$ cat src/rtl/imem_loader_if.sv
// Bus bundle for the instruction-memory loader: byte stream in, load status out,
// and the core's fetch port.
interface imem_loader_if #(
    parameter int ADDR_W = 6
);
    logic              load_start;
    logic [ADDR_W:0]   load_len;
    logic              byte_valid;
    logic [7:0]        byte_data;
    logic              byte_ready;
    logic              load_done;
    logic              load_err;
    logic              cpu_hold;
    logic [ADDR_W:0]   bytes_written;
    logic [29:0]       fetch_addr;
    logic [31:0]       fetch_data;

    modport master (
        output load_start, load_len, byte_valid, byte_data, fetch_addr,
        input  byte_ready, load_done, load_err, cpu_hold, bytes_written, fetch_data
    );

    modport slave (
        input  load_start, load_len, byte_valid, byte_data, fetch_addr,
        output byte_ready, load_done, load_err, cpu_hold, bytes_written, fetch_data
    );
endinterface

$ cat src/rtl/imem_loader.sv
// Writer side of the little-endian instruction memory: streams a program in byte by
// byte, then releases the core and serves 32-bit fetch words.
module imem_loader #(
    parameter int MEM_BYTES = 64,
    parameter int ADDR_W    = 6
) (
    input  logic         clk,
    input  logic         rst,
    imem_loader_if.slave bus
);
    typedef enum logic [1:0] {IDLE, LOAD, DONE} state_e;

    state_e            state_q, state_d;
    logic [ADDR_W:0]   len_q, len_d;
    logic [ADDR_W:0]   cnt_q, cnt_d;
    logic              err_q, err_d;
    logic [7:0]        mem_q [MEM_BYTES];

    logic              len_ok;
    logic [ADDR_W:0]   cnt_inc;
    logic [ADDR_W-3:0] word_a;

    assign len_ok  = (bus.load_len != '0)
                  && (bus.load_len <= (ADDR_W+1)'(MEM_BYTES))
                  && (bus.load_len[1:0] == 2'b00);
    assign cnt_inc = cnt_q + (ADDR_W+1)'(1);
    assign word_a  = bus.fetch_addr[ADDR_W-3:0];

    always_ff @(posedge clk) begin
        if (rst) begin
            state_q <= IDLE;
            len_q   <= '0;
            cnt_q   <= '0;
            err_q   <= 1'b0;
        end else begin
            state_q <= state_d;
            len_q   <= len_d;
            cnt_q   <= cnt_d;
            err_q   <= err_d;
        end
    end

    // Storage is deliberately not reset; a reset mid-load leaves bytes behind the NOP mask.
    always_ff @(posedge clk) begin
        if (!rst && state_q == LOAD && bus.byte_valid) begin
            mem_q[cnt_q[ADDR_W-1:0]] <= bus.byte_data;
        end
    end

    always_comb begin
        state_d = state_q;
        len_d   = len_q;
        cnt_d   = cnt_q;
        err_d   = err_q;
        case (state_q)
            IDLE, DONE: begin
                if (bus.load_start) begin
                    if (len_ok) begin
                        state_d = LOAD;
                        len_d   = bus.load_len;
                        cnt_d   = '0;
                        err_d   = 1'b0;
                    end else begin
                        state_d = IDLE;
                        err_d   = 1'b1;
                    end
                end
            end
            LOAD: begin
                if (bus.byte_valid) begin
                    cnt_d = cnt_inc;
                    if (cnt_inc == len_q) begin
                        state_d = DONE;
                    end
                end
            end
            default: state_d = IDLE;
        endcase
    end

    always_comb begin
        bus.byte_ready    = (state_q == LOAD);
        bus.load_done     = (state_q == DONE);
        bus.cpu_hold      = (state_q != DONE);
        bus.load_err      = err_q;
        bus.bytes_written = cnt_q;
        if (state_q != DONE) begin
            bus.fetch_data = 32'h0000_0013;
        end else begin
            bus.fetch_data = {mem_q[{word_a, 2'b11}], mem_q[{word_a, 2'b10}],
                              mem_q[{word_a, 2'b01}], mem_q[{word_a, 2'b00}]};
        end
    end
endmodule

$ cat src/flat_wrapper.sv
// flat-port wrapper written by rule: the top's interface ports become plain ports
module imem_loader_flat 
#(
    parameter int MEM_BYTES = 64,
    parameter int ADDR_W    = 6
)
  (clk, rst, bus_load_start, bus_load_len, bus_byte_valid, bus_byte_data, bus_fetch_addr, bus_byte_ready, bus_load_done, bus_load_err, bus_cpu_hold, bus_bytes_written, bus_fetch_data);
  imem_loader_if #(.ADDR_W(ADDR_W)) bus_i ();
  input  logic clk;
  input  logic rst;
  input wire logic [$bits(bus_i.load_start)-1:0] bus_load_start;
  input wire logic [$bits(bus_i.load_len)-1:0] bus_load_len;
  input wire logic [$bits(bus_i.byte_valid)-1:0] bus_byte_valid;
  input wire logic [$bits(bus_i.byte_data)-1:0] bus_byte_data;
  input wire logic [$bits(bus_i.fetch_addr)-1:0] bus_fetch_addr;
  output wire logic [$bits(bus_i.byte_ready)-1:0] bus_byte_ready;
  output wire logic [$bits(bus_i.load_done)-1:0] bus_load_done;
  output wire logic [$bits(bus_i.load_err)-1:0] bus_load_err;
  output wire logic [$bits(bus_i.cpu_hold)-1:0] bus_cpu_hold;
  output wire logic [$bits(bus_i.bytes_written)-1:0] bus_bytes_written;
  output wire logic [$bits(bus_i.fetch_data)-1:0] bus_fetch_data;
  assign bus_i.load_start = bus_load_start;
  assign bus_i.load_len = bus_load_len;
  assign bus_i.byte_valid = bus_byte_valid;
  assign bus_i.byte_data = bus_byte_data;
  assign bus_i.fetch_addr = bus_fetch_addr;
  assign bus_byte_ready = bus_i.byte_ready;
  assign bus_load_done = bus_i.load_done;
  assign bus_load_err = bus_i.load_err;
  assign bus_cpu_hold = bus_i.cpu_hold;
  assign bus_bytes_written = bus_i.bytes_written;
  assign bus_fetch_data = bus_i.fetch_data;
  imem_loader #(.MEM_BYTES(MEM_BYTES), .ADDR_W(ADDR_W)) u_core (.clk(clk), .rst(rst), .bus(bus_i));
endmodule
$ cat config.mk
export PLATFORM = sky130hd
export DESIGN_NAME = imem_loader_flat
export DESIGN_NICKNAME = d
export VERILOG_FILES = /design/src/rtl/imem_loader_if.sv /design/src/rtl/imem_loader.sv /design/src/flat_wrapper.sv
export SDC_FILE = /design/constraint.sdc
export NUM_CORES = 1
export LEC_CHECK = 0
export CAP_MARGIN = 25
export CORE_AREA = 5 5 281 146
export CTS_BUF_LIST = sky130_fd_sc_hd__clkbuf_4 sky130_fd_sc_hd__clkbuf_8
export DETAILED_ROUTE_END_ITERATION = 8
export DIE_AREA = 0 0 286 151
export GPL_TIMING_DRIVEN = 0
export PLACE_DENSITY = 0.82
export SLEW_MARGIN = 40
export SYNTH_ARGS = -nofsm -noshare
export SYNTH_HDL_FRONTEND = slang
export SYNTH_SLANG_ARGS = --single-unit
$ cat constraint.sdc
create_clock -name clk -period 2.55 [get_ports clk]
set_input_delay 0.3825 -clock clk [delete_from_list [all_inputs] [get_ports clk]]
set_output_delay 0.3825 -clock clk [all_outputs]
set_load 0.02 [all_outputs]
==> flow_summary.ini, run 1 <==
[min_path]
min-delay-start = bus_byte_data[5]
min_path_cells = 1
hold_path_class = primary input to register
worstHoldEndpoint = u_core.mem_q[34][5]

[yosys]
yosysTopAreaCell = sky130_fd_sc_hd__edfxtp_1
synth_top_area_share_pct = 74.3
syn-instance-count = 951
sequential_area_share_after_synthesis_pct = 76.0
synth_top_cells_by_count = sky130_fd_sc_hd__edfxtp_1, sky130_fd_sc_hd__mux4_2, sky130_fd_sc_hd__nor2_1
synthDistinctLibCells = 36
yosysWarningCount = 0
synth_area_leaders = sky130_fd_sc_hd__edfxtp_1, sky130_fd_sc_hd__mux4_2, sky130_fd_sc_hd__dfxtp_1
syn-mean-instance-area_sq_um = 21.7
ys_seq_elements = 529
syn-num-nets = 1001
yosysMostFrequentCell = sky130_fd_sc_hd__edfxtp_1
post_synth_arst_share_pct = 0
synth_top_flop_cell = sky130_fd_sc_hd__edfxtp_1
count_of_flip_flops_with_a_built_in_enable_after_synthesis = 512
syn_area_sq_mm = 0.0207

[floorplanning]
placeableCoreArea_sq_mm = 0.0382
placement_rows = 51
initial_utilization_pct = 54.1
die_height_um = 151
die_width_um = 286
die_area_sq_mm = 0.0432
io_pins = 92

[layout]
count_of_placed_standard_cells_in_the_final_layout_fillers_left_out = 1656
final_design_instance_area_without_fill_sq_mm = 0.0244
diodes = 0
nets = 1160
layout-area-overhead-vs-synth_pct = 17.8
nFillCells = 2411
post_route_cells_drive_above_1_share_pct = 41.0

[setup_path]
timing.critical_path.fanout_max = 1
timing.rr.start = u_core.bus.bytes_written[1]
cp.required_ns = 2.17
worst-endpoint-arrival_ns = 2.40
worst_path_max_delay_cell = sky130_fd_sc_hd__mux4_2
slowest_delay_ns = 0.52
worst-path-buf-inv = 1
critPathTopFamily = multiplexers
worst_setup_path_end_kind = output port
cp_cell_sequence = mux4_2, mux4_2, or2_1, buf_6
crit_top_cell = sky130_fd_sc_hd__mux4_2
setup.worst_path.class = register to output port
critical_path.reg2reg.endpoint = u_core.mem_q[57][1]
rr_worst_depth = 4
timing.critical_path.depth = 4
worst_setup_path_start_kind = register
reg2reg_slack_ns = 0.04

[clock_tree]
depth_of_the_cts_h_tree = 3
worst_setup_hold_path_clk_slew_ns = 0.07
cts_tree = yes
cts.sink_count = 529
clock_latency_ns = 0.64
cts-buffers-inserted = 70
cts-root-buf = sky130_fd_sc_hd__clkbuf_8
deepest_clock_path_buffer_count = 3

[timing]
relative_slew_slack_pct = 34.6
grt_setup_unrepaired = true
finalClockSkew_ns = 0.0292
setup_violations = 34
fmax_ghz = 0.360
min_period_ns = 2.78
worst_hold_slack_ns = 0.0320
finalCritPeriodShare_pct = 109
hold_viol_final = 0
worst-slew-pin-transition_ns = 0.979
fin_ws_ns = -0.228
drv_slew = 0

[placed_design]
dp.final_hpwl_mm = 31.5
placement.cell_area_sq_mm = 0.0222
dp_slack_ns = -1.20
post-place-cells = 1525
gp_routability_congestion = 0.830
port_buffers = 62

[route]
route.detailed.drc = 0
drt-initial-drc-count = 1411
detail-route-antenna-nets = 0
routed_via_density = 6.35
vias = 10500
routed_wirelength_mm = 48.2
wl_per_cell_um = 29.1
drt-pass1-iter-count = 5

[grt]
globalRouteOverflowTotal = 0
antenna_violations_before_repair = 0
maximum_number_of_pins_on_one_net_before_global_route_repair = 61
grt_pass1_wl_mm = 70.8
grt_pass1_vias = 10500
grtUsageTotal_pct = 22.8

[power_and_ir_drop]
power.share.clock_pct = 37.0
switching_share_pct = 21.5
vdd_ir_drop_max_mv = 0.660
static-leakage-power_nw = 7.58
finalPower_w = 0.0164
comb_power_share_pct = 4.9
cellPowerDensity_mw_per_mm2 = 673
internal-power_w = 0.0129
netsw_w = 0.00352
sequentialPowerShare_pct = 58.1

[flow_run]
cap_viol_max_count = 0

[status]
outcome = complete, but fails checks
violations_in_the_final_reports = negative setup slack
==> registers in the layout, summed over array words and instances, names as in the netlist <==
name,cells
u_core.bus.bytes_written,7
u_core.bus.load_err,1
u_core.len_q,7
u_core.mem_q,512
u_core.state_q,2
==> kinds of logic (layout without fill, tap and decap cells) <==
group           Yosys count  count (layout)  synth area share (%)
compound gates           22              22                 0.641
simple gates            162             162                  3.87
xor+xnor                 13              13                 0.550
fa+ha+maj                 1               1                0.0605
flops                   529             529                  76.0
buf+inv                  59             261                  1.24
mux                     165             165                  17.7
==> stage by stage <==
step	util, %	setup TNS (ns)
after global placement	57.4	-470.06
after detailed placement	58.0	-294.20
final	63.7	-4.43
after CTS	62.7	-6.71
after floorplan	-	0
after global routing	63.7	-6.44
==> worst max path at each step <==
stage | from | end | slack, ns
final | u_core.mem_q[16][0] | bus_fetch_data[0] | -0.23
after global routing | u_core.mem_q[49][0] | bus_fetch_data[8] | -0.26
after CTS | u_core.mem_q[16][1] | bus_fetch_data[1] | -0.25
after detailed placement | bus_fetch_addr[2] | bus_fetch_data[20] | -1.20
after global placement | rst | u_core.mem_q[43][1] | -1.24
after floorplan | u_core.state_q[1] | u_core.mem_q[43][0] | 0.05
==> repair_timing <==
| action | in CTS | in global routing |
|---|---|---|
| gates resized for setup | 305 | 75 |
| setup endpoints to repair | 538 | 372 |
| hold buffers | 2 | 0 |
| pin swaps | 10 | 10 |
| hold endpoints to repair | 9 | 0 |
| buffers inserted | 9 | 9 |
==> power by group through the flow <==
stage / sequential [W] / clock (W) / combinational, W
after global routing: 0.00951 / 0.00653 / 0.000858
after global placement: 0.00973 / 0 / 0.000718
after floorplan: 0.00972 / 0 / 0.000417
final: 0.00952 / 0.00607 / 0.000809
after CTS: 0.00952 / 0.00610 / 0.000796
after detailed placement: 0.00971 / 0 / 0.000770
==> cells in the final DEF (no fill, tap or decap), drive strengths merged, types with 4 or more instances in the layout <==
| cell type | synthesis | layout |
|---|---|---|
| or2 | 4 | 4 |
| clkdlybuf4s50 | 0 | 22 |
| clkbuf | 36 | 121 |
| nor2b | 31 | 31 |
| o21ai | 9 | 9 |
| mux4 | 160 | 160 |
| clkinv | 0 | 21 |
| edfxtp | 512 | 512 |
| dfxtp | 17 | 17 |
| nor3 | 5 | 5 |
| nand2 | 13 | 13 |
| mux2i | 5 | 5 |
| nand3 | 5 | 5 |
| buf | 20 | 86 |
| xnor2 | 11 | 11 |
| or3 | 7 | 7 |
| a21oi | 6 | 6 |
| clkinvlp | 0 | 5 |
| nor2 | 77 | 77 |
==> worst register-to-register path: cells and delay by family, from the launching register on <==
family	cells	cell delay (ns)
buffers and inverters	1	0.24
DFF	1	0.33
and+or+nand+nor	3	1.60
==> cell type report <==
cell class / instances / area, sq um / share of cell area [%]
multi-input cells: 363 / 5330 / 21.9
clock buffers: 88 / 1120 / 4.61
inverters: 3 / 11.3 / 0.0462
flip-flops and latches: 529 / 15700 / 64.5
plain buffers: 52 / 349 / 1.43
repair buffers: 91 / 1040 / 4.27
well taps: 503 / 629 / 2.58
clock inverters: 27 / 158 / 0.647
==> per-layer routing <==
metal  vias up  global-route usage [%]  part of all wire [%]
li1       4256                       -                     -
met1      5516                    35.5                    41
met2       660                    32.5                    44
met3        76                    6.45                    12
met4         0                    5.25                   1.7
met5         -                       0                     0
(Power assumes the default switching activity.)
==> inputs of run 2 (changes only) <==
--- a/config.mk
+++ b/config.mk
@@ -6,10 +6,10 @@
 export NUM_CORES = 1
 export LEC_CHECK = 0
 export CAP_MARGIN = 25
-export CORE_AREA = 5 5 281 146
+export CORE_AREA = 2 2 278 143
 export CTS_BUF_LIST = sky130_fd_sc_hd__clkbuf_4 sky130_fd_sc_hd__clkbuf_8
 export DETAILED_ROUTE_END_ITERATION = 8
-export DIE_AREA = 0 0 286 151
+export DIE_AREA = 0 0 280 145
 export GPL_TIMING_DRIVEN = 0
 export PLACE_DENSITY = 0.82
 export SLEW_MARGIN = 40
==> run 2 against run 1 <==
  * The run still ends with negative setup slack left
  * Fmax rose by 0.96%
  * Die area fell by 6.0%
  * Critical endpoint is now bus_fetch_data[21]
  * Sequential share of layout area rose by 0.36 points
  * Setup slack improved by 0.026 ns
  * First-iteration DRC count rose by 8.9%
  * Combinational power barely moved
  * Hold slack improved by 0.010 ns
  * Critical path depth did not move
  * Count of clock-buffer cells in the layout rose by 9
  * Routed wire length fell by 0.51%
  * Register-to-register slack improved by 0.02 ns
==> flow_summary.ini, run 2 (same netlist as run 1, synthesis figures left out) <==
[setup_path]
worst_setup_path_start_kind = register
slowest_delay_ns = 0.56
cp.required_ns = 2.17
cp_cell_sequence = mux4_2, mux4_2, nor2b_4, buf_6
rr_worst_depth = 5
worst-endpoint-arrival_ns = 2.37
worst-path-buf-inv = 1
crit_top_cell = sky130_fd_sc_hd__mux4_2
critPathTopFamily = multiplexers
worst_setup_path_end_kind = output port
timing.critical_path.fanout_max = 1
worst_path_max_delay_cell = sky130_fd_sc_hd__mux4_2
timing.critical_path.depth = 4
setup.worst_path.class = register to output port

[route]
route.detailed.drc = 0
vias = 10500
wl_per_cell_um = 28.9
detail-route-antenna-nets = 0
routed_via_density = 6.33
drt-pass1-iter-count = 5
drt-initial-drc-count = 1537
routed_wirelength_mm = 47.9

[floorplanning]
io_pins = 92
initial_utilization_pct = 54.1
placement_rows = 51
die_area_sq_mm = 0.0406
placeableCoreArea_sq_mm = 0.0382
die_width_um = 280
die_height_um = 145

[power_and_ir_drop]
cellPowerDensity_mw_per_mm2 = 686
vdd_ir_drop_max_mv = 0.493
static-leakage-power_nw = 7.55

[timing]
finalClockSkew_ns = 0.0281
fin_ws_ns = -0.202
relative_slew_slack_pct = 39.0
drv_slew = 0
setup-tns-final_ns = -4.78
finalCritPeriodShare_pct = 108
setup_violations = 34
grt_setup_unrepaired = true
worst-slew-pin-transition_ns = 0.915
min_period_ns = 2.75
fmax_ghz = 0.363
hold_viol_final = 0

[grt]
grtUsageTotal_pct = 24.3
maximum_number_of_pins_on_one_net_before_global_route_repair = 61
antenna_violations_before_repair = 1
grt_pass1_vias = 10400
grt_pass1_wl_mm = 70.2
globalRouteOverflowTotal = 0

[layout]
diodes = 0
count_of_placed_standard_cells_in_the_final_layout_fillers_left_out = 1657
layout.cells.most_common = sky130_fd_sc_hd__edfxtp_1
most_used_cells_in_the_layout_excluding_fill_and_tap_cells = sky130_fd_sc_hd__edfxtp_1, sky130_fd_sc_hd__mux4_2, sky130_fd_sc_hd__clkbuf_8
largest_reg_flops = 512
layout-area-overhead-vs-synth_pct = 17.1
nets = 1154
post_route_cells_drive_above_1_share_pct = 40.3

[placed_design]
dp.final_hpwl_mm = 30.9
port_buffers = 62
post-place-cells = 1525
gp_routability_congestion = 0.801

[clock_tree]
cts-buffers-inserted = 69
worst_setup_hold_path_clk_slew_ns = 0.07
deepest_clock_path_buffer_count = 3
cts-root-buf = sky130_fd_sc_hd__clkbuf_8
cts.sink_count = 529
cts_tree = yes
clock_latency_ns = 0.62
depth_of_the_cts_h_tree = 3

[min_path]
hold_path_class = primary input to register
min_path_cells = 1

[flow_run]
cap_viol_max_count = 0

[status]
violations_in_the_final_reports = negative setup slack
outcome = complete, but fails checks
==> run 2: changes by cell type in the layout (fill, tap and decap cells not counted), sizes merged <==
| cell | change |
|---|---|
| bufinv | +1 |
| clkdlybuf4s50 | -1 |
| clkinvlp | -4 |
| buf | -6 |
| dlygate4sd3 | +1 |
| dlygate4sd2 | +1 |
| clkbuf | +9 |
==> run 2: metal layers <==
metal  track usage, %  routed length [um]  up-vias
met4             5.80                 745        4
met5             1.83                 118        -
met3             7.89                6030       66
met1             37.7               19900     5508
met2             33.4               21100      667
li1                 -                   -     4238
==> run 2: final cells by class <==
class                      instances  area (sq um)
timing repair buffer              85           907
multi-input combinational        363          5290
fill                            2463         14000
sequential                       529         15700
tap                              503           629
inverter                           3          11.3
clock inverter                    24           155
clock buffer                      97          1180
buffer                            53           334
==> run 2: worst paths after layout <==
path                                from             endpoint  slack, ns
max                  u_core.mem_q[62][5]   bus_fetch_data[21]      -0.20
min                     bus_byte_data[7]  u_core.mem_q[20][7]       0.04
max reg2reg  u_core.bus.bytes_written[0]  u_core.mem_q[38][7]       0.06
min reg2reg          u_core.bus.load_err  u_core.bus.load_err       0.52
==> run 2: stage by stage <==
stage	total power, W	utilization [%]	worst slack (ns)	cell area (sq um)	hold WS, ns
floorplan	0.0101	-	0.0492	20700	0.479
global placement	0.0105	57.4	-1.27	21900	0.499
detailed placement	0.0105	57.9	-1.23	22100	0.506
CTS	0.0166	62.9	-0.218	24100	0.00546
global route	0.0171	63.4	-0.265	24200	0.0180
finish	0.0166	63.4	-0.202	24200	0.0422
==> run 2: timing repair <==
action	CTS	global route
gates resized for setup	322	35
endpoints found under the setup margin	546	261
hold buffers	3	0
hold endpoints to repair	11	0
buffers inserted	9	2
pin swaps	10	5
==> run 2: report_power, final <==
| part | internal, W | switching, W | total, W |
|---|---|---|---|
| Combinational | 0.000369 | 0.000439 | 0.000808 |
| Sequential | 0.00952 | 0.00000319 | 0.00952 |
| Clock | 0.00320 | 0.00308 | 0.00628 |
| Total | 0.0131 | 0.00352 | 0.0166 |
